## config.mk

```make
export PLATFORM = sky130hd
export DESIGN_NAME = piso_shift_register
export DESIGN_NICKNAME = d
export VERILOG_FILES = /design/src/rtl/piso_shift_register_pkg.sv /design/src/rtl/piso_stage.sv /design/src/rtl/piso_shift_register.sv
export SDC_FILE = /design/constraint.sdc
export NUM_CORES = 1
export LEC_CHECK = 0
export CORE_AREA = 2 2 39 41
export DETAILED_ROUTE_END_ITERATION = 10
export DIE_AREA = 0 0 41 43
export GPL_ROUTABILITY_DRIVEN = 0
export GPL_TIMING_DRIVEN = 1
export SYNTH_ARGS = -nofsm -noshare
export SYNTH_HDL_FRONTEND = slang
export SYNTH_HIERARCHICAL = 1
export SYNTH_SLANG_ARGS = --single-unit
```

## constraint.sdc

```tcl
create_clock -name clk -period 1 [get_ports clk]
set_input_delay 0.2 -clock clk [delete_from_list [all_inputs] [get_ports clk]]
set_output_delay 0.2 -clock clk [all_outputs]
set_load 0.1 [all_outputs]
```

## src/rtl/piso_shift_register_pkg.sv

```systemverilog
// Shared encodings for the PISO shift register's mode select.
package piso_shift_register_pkg;

  localparam logic PISO_LOAD  = 1'b0;
  localparam logic PISO_SHIFT = 1'b1;

endpackage

```

## src/rtl/piso_stage.sv

```systemverilog
// One bit cell of the PISO register: load/shift mux feeding a D flop with synchronous clear.
module piso_stage
  import piso_shift_register_pkg::*;
(
  input  logic clk,
  input  logic clr,
  input  logic sel,
  input  logic load_d,
  input  logic shift_d,
  output logic q
);

  logic r_q;
  logic w_d;

  always_comb begin
    w_d = (sel == PISO_SHIFT) ? shift_d : load_d;
  end

  always_ff @(posedge clk) begin
    if (clr) r_q <= 1'b0;
    else     r_q <= w_d;
  end

  assign q = r_q;

endmodule

```

## src/rtl/piso_shift_register.sv

```systemverilog
// Parallel-in serial-out shift register: load a WIDTH-bit word, shift it out LSB first on so.
module piso_shift_register
  import piso_shift_register_pkg::*;
#(
  parameter int unsigned WIDTH = 4,
  parameter logic        FILL  = 1'b0
) (
  input  logic             clk,
  input  logic             clr,
  input  logic [WIDTH-1:0] pi,
  input  logic             sel,
  output logic             so
);

  if (WIDTH < 2) begin : g_width_check
    $error("piso_shift_register: WIDTH must be >= 2");
  end

  logic [WIDTH-1:0] w_q;

  for (genvar i = 0; i < WIDTH; i++) begin : g_stage
    logic w_shift_d;

    // The MSB stage has no neighbour above it; it shifts in FILL.
    if (i == WIDTH - 1) begin : g_top
      assign w_shift_d = FILL;
    end else begin : g_mid
      assign w_shift_d = w_q[i+1];
    end

    piso_stage u_stage (
      .clk     (clk),
      .clr     (clr),
      .sel     (sel),
      .load_d  (pi[i]),
      .shift_d (w_shift_d),
      .q       (w_q[i])
    );
  end

  assign so = w_q[0];

endmodule

```

==> metrics.csv, run 1 <==
stage,metric,value,unit
sta,Pins Over Slew Limit,0,
clock_network,post_cts resized,0,
logic_synthesis,fraction of registers with async set/reset,0,%
grt,vias in the first global route,115,
detailed_routing,DRT Pass-1 Iters,1,
critical_path,Worst Setup Start Kind,primary input,
power_and_ir_drop,Max VDD drop,0.1998,mV
logic_synthesis,synth cell count leaders,"dfxtp_1 (4), mux2i_1 (4), nor2_1 (4)",
logic_synthesis,synthesized area per cell,10.68,um^2
die,Die Span Y,43,um
critical_path,FF-to-FF End,g_stage[0].u_stage/q,
critical_path,R2R Path Start,g_stage[1].u_stage/q,
clock_network,Num Clock Sinks,4,
grt,global route total overflow,0,
clock_network,clk buf depth,2,
layout,max reg flops,4,
logic_synthesis,count of cell types in the netlist,4,
hold_path,Worst Hold Depth,2,
clock_network,CTS Root Cell,clkbuf_4,
grt,first-pass GRT wire length,345,um
detailed_routing,routed wire length,258,um
logic_synthesis,"Seq/Total Area, Yosys",57.66,%
sta,Final Setup Violations,0,
critical_path,CP arrival,1.06,ns
clock_network,clk_lat worst skew,0.23,ns
die,IO Count,8,
layout,Antenna Cells,0,
detailed_routing,vias per cell,3.077,
layout,Layout Utilization,18.99,%
hold_path,hold worst-path end,g_stage[2].u_stage/q,
critical_path,R2R cell count,2,
logic_synthesis,Synth Instances,13,
logic_synthesis,Synth area leader,dfxtp_1,
detailed_routing,Vias,120,
critical_path,required time of the critical path,1.11,ns
logic_synthesis,area share of the largest cell type after synthesis,57.66,%
layout,Layout area overhead,89.19,%
sta,Fin. Hold Viols,0,
logic_synthesis,synthesis-stage register bit count,4,
logic_synthesis,synthesis warning total,6,
critical_path,critical path type,primary input to flip-flop,
die,core area,0.001384,mm^2
run_status,status,finished clean,
power_and_ir_drop,Pleak,0.1137,nW
placement,# port buffers,7,
power_and_ir_drop,Power per Cell Area,1655,mW/mm^2
clock_network,CTS tree,yes,
sta,Clock Skew,0.001954,ns
detailed_routing,Final ANT Viol Nets,0,
hold_path,min-delay src,g_stage[3].u_stage/q,
sta,final worst path period share,94.46,%
layout,NumNets Final,32,
grt,initial antenna violation count,0,
clock_network,"Reg clk slew, reported paths",0.03,ns
die,area of the die,0.001763,mm^2
logic_synthesis,Synth area leaders,"dfxtp_1 (58%), mux2i_1 (29%), nor2_1 (11%)",
detailed_routing,Residual DRC,0,
logic_synthesis,Post-Syn Area,138.9,um^2
sta,Fmax,1059,MHz
logic_synthesis,"EDFF count, synth",0,
clock_network,CTS H-tree lvls,1,
grt,GRT Total Usage,3.912,%
critical_path,R2R setup slack,0.42,ns
layout,layout cell share with drive strength beyond 1,21.74,%
flow_run,maximum capacitance violations,0,
sta,unrepaired setup endpoints after global routing,false,
logic_synthesis,Most used DFF post-synth,dfxtp_1,
detailed_routing,First DRT Iteration DRCs,0,
detailed_routing,mean routed wirelength per cell,6.615,um
critical_path,CP Max Fanout,4,
critical_path,Critical Path End Type,flip-flop,
placement,"Cell Area, Placed",240.2,um^2
die,Initial Utilization,10.04,%
die,die width,41,um
clock_network,hold buffers post-CTS,0,
sta,Final Critical Period,0.9446,ns
hold_path,worst hold path class,flip-flop to flip-flop,
grt,largest net degree at the start of global routing,5,
clock_network,Setup Buffers After CTS,0,
layout,final instance area,262.8,um^2
die,row count,14,
logic_synthesis,syn_nets,20,
clock_network,CTS Buf Count,3,
## per-stage QoR
stage,setup TNS (ns),instances,power [mW],hold WS [ns],setup slack [ns]
after floorplan,0,13,0.2075,0.2650,0.1742
after global placement,-0.7334,36,0.2484,0.4571,-0.1870
after detailed placement,-0.7231,36,0.2485,0.4616,-0.1905
after CTS,0,39,0.4500,0.4716,0.04730
after global routing,0,39,0.4604,0.4958,0.01454
final,0,39,0.4348,0.4621,0.05542
## routing by layer
metal	global-route usage [%]	vias to the layer above	part of all wire, %
met5	0	-	0
li1	-	62	-
met2	5.000	6	51
met4	10.00	0	0
met1	1.603	52	38
met3	1.571	0	11
## report_power, final
part / internal (mW) / total [mW] / switching [mW]
logic: 0.0390 / 0.0710 / 0.0319
registers: 0.171 / 0.175 / 0.00337
clock network: 0.134 / 0.189 / 0.0557
## final cells by class
| class | count | area (um^2) |
|---|---|---|
| tap | 16 | 20.02 |
| multi-input combinational | 9 | 58.81 |
| clock buffer | 3 | 22.52 |
| timing repair buffer | 7 | 80.08 |
| sequential | 4 | 81.33 |
| fill | 158 | 1121 |
## how the worst max path moves through the flow
stage / to / startpoint / slack, ns / cells past startpoint
global placement: g_stage[3].u_stage/q / sel / -0.19 / 3
detailed placement: g_stage[3].u_stage/q / sel / -0.19 / 3
global route: g_stage[0].u_stage/q / sel / 0.01 / 3
floorplan: so / g_stage[0].u_stage/q / 0.17 / 0
CTS: g_stage[3].u_stage/q / sel / 0.05 / 3
finish: g_stage[3].u_stage/q / sel / 0.06 / 3
## cells by family (layout without fill, tap and decap cells)
group,count (synthesis),in the layout,synth area share [%]
other,1,1,2.700
muxes,4,4,28.83
buffers and inverters,0,10,0
DFF,4,4,57.66
and+or+nand+nor,4,4,10.81
## placed cells by master, fill, tap and decap left out, drive strengths merged
cell,count
clkdlybuf4s50,6
mux2i,4
nor2,4
dfxtp,4
clkbuf,3
conb,1
buf,1
## worst max-delay path, cell delays in order
cell and delay (ns):
clkdlybuf4s50_1 0.59, mux2i_1 0.22, nor2_1 0.05
No activity file was read; power rests on OpenSTA's default activity.
==> run 2: changes to the inputs <==
- CELL_PAD_IN_SITES_DETAIL_PLACEMENT: unset -> 1
- CELL_PAD_IN_SITES_GLOBAL_PLACEMENT: unset -> 1
- PLACE_DENSITY_LB_ADDON: unset -> 0.1
==> run 2 against run 1 <==
Critical path depth decreased by 2. Sequential power about the same. Sequential cell count unchanged.
==> metrics.csv, run 2 (synthesis gave the netlist of run 1 again) <==
stage,metric,value,unit
critical_path,cell-by-cell trace of the critical path,buf_12,
sta,Fmax,1074,MHz
critical_path,CP Max Fanout,1,
clock_network,hold buffers post-CTS,0,
critical_path,critical path type,flip-flop to output pin,
layout,"most common cell after layout, fill and taps aside",clkdlybuf4s50_1,
layout,NumNets Final,32,
die,Die Span Y,43,um
placement,dpl ws,-0.2204,ns
die,Initial Utilization,10.04,%
hold_path,worst hold path class,primary input to flip-flop,
die,die width,41,um
clock_network,clk_lat worst skew,0.23,ns
detailed_routing,routed wire length,303,um
hold_path,hold worst-path end,g_stage[1].u_stage/q,
critical_path,CP bufs+invs,1,
die,core area,0.001384,mm^2
clock_network,"Reg clk slew, reported paths",0.04,ns
sta,Final Setup Violations,0,
critical_path,CP arrival,0.73,ns
critical_path,CP max stage cell,dfxtp_2,
critical_path,FF-to-FF End,g_stage[0].u_stage/q,
critical_path,R2R Path Start,g_stage[1].u_stage/q,
sta,Final Critical Period,0.9313,ns
clock_network,Setup Buffers After CTS,0,
grt,first-pass GRT wire length,448,um
die,area of the die,0.001763,mm^2
power_and_ir_drop,Power per Cell Area,1665,mW/mm^2
power_and_ir_drop,Pleak,0.1229,nW
critical_path,required time of the critical path,0.80,ns
critical_path,CP top delay family,flip-flops,
sta,Fin. Hold Viols,0,
layout,Antenna Cells,0,
critical_path,CP peak stage delay,0.33,ns
sta,Clock Skew,0.0005001,ns
critical_path,Critical Path End Type,output pin,
layout,most frequent cells in the layout,"clkdlybuf4s50_1 (5), mux2i_1 (4), nor2_1 (4)",
detailed_routing,Vias,127,
power_and_ir_drop,Max VDD drop,0.3859,mV
sta,setup_tns,0,ns
clock_network,CTS H-tree lvls,1,
detailed_routing,mean routed wirelength per cell,7.769,um
critical_path,R2R setup slack,0.43,ns
detailed_routing,vias per cell,3.256,
detailed_routing,Residual DRC,0,
clock_network,clk buf depth,2,
layout,layout cell share with drive strength beyond 1,21.74,%
die,IO Count,8,
power_and_ir_drop,Tot Pwr,441.5,uW
sta,unrepaired setup endpoints after global routing,false,
placement,"Cell Area, Placed",240.2,um^2
hold_path,min-delay src,sel,
detailed_routing,First DRT Iteration DRCs,0,
grt,GRT Total Usage,5.120,%
sta,final worst slack,0.06873,ns
clock_network,post_cts resized,0,
critical_path,Worst Setup Start Kind,flip-flop,
layout,max reg flops,4,
clock_network,CTS Root Cell,clkbuf_4,
grt,largest net degree at the start of global routing,5,
critical_path,R2R cell count,2,
clock_network,CTS Buf Count,3,
run_status,status,finished clean,
sta,final worst path period share,93.13,%
grt,initial antenna violation count,0,
grt,vias in the first global route,127,
placement,# port buffers,7,
clock_network,Num Clock Sinks,4,
detailed_routing,DRT Pass-1 Iters,1,
hold_path,Worst Hold Depth,3,
detailed_routing,Final ANT Viol Nets,0,
clock_network,CTS tree,yes,
layout,Layout Utilization,19.17,%
grt,global route total overflow,0,
layout,final instance area,265.3,um^2
sta,Pins Over Slew Limit,0,
die,row count,14,
flow_run,maximum capacitance violations,0,
layout,Layout area overhead,90.99,%
-- run 2: changes by cell type in the layout (fill, tap and decap cells not counted), sizes merged --
cell	before	now
clkdlybuf4s50	6	5
dlymetal6s2s	0	1
-- run 2: worst max path at each step --
| stage | from | to | slack (ns) | cells past startpoint |
|---|---|---|---|---|
| floorplan | g_stage[0].u_stage/q | so | 0.17 | 0 |
| global placement | sel | g_stage[0].u_stage/q | -0.23 | 3 |
| detailed placement | sel | g_stage[3].u_stage/q | -0.22 | 3 |
| CTS | sel | g_stage[0].u_stage/q | 0.02 | 3 |
| global route | g_stage[0].u_stage/q | so | 0.04 | 1 |
| finish | g_stage[0].u_stage/q | so | 0.07 | 1 |
-- run 2: metal layers --
layer / global-route usage, % / up-vias / share of wire, %
met2: 5.625 / 6 / 44
li1: - / 61 / -
met5: 0 / - / 0
met1: 2.894 / 58 / 36
met3: 6.283 / 2 / 17
met4: 8.000 / 0 / 2.6
-- run 2: power by group --
group / switching [mW] / internal, mW / total (mW) / leakage (nW)
Sequential: 0.00372 / 0.171 / 0.175 / 0.0335
Clock: 0.0624 / 0.134 / 0.196 / 0.0138
Combinational: 0.0317 / 0.0385 / 0.0703 / 0.0756
Total: 0.0978 / 0.344 / 0.442 / 0.123
-- run 2: area by class of cell --
class,count,area (um^2)
sequential,4,81.33
multi-input combinational,9,58.81
tap,16,20.02
clock buffer,3,22.52
timing repair buffer,7,82.58
fill,165,1119
-- run 2: stage by stage --
stage | cells | hold WS (ns)
2_1_floorplan | 13 | 0.2650
3_3_place_gp | 36 | 0.4538
3_5_place_dp | 36 | 0.4586
4_1_cts | 39 | 0.4697
5_1_grt | 39 | 0.4360
6_report | 39 | 0.4091
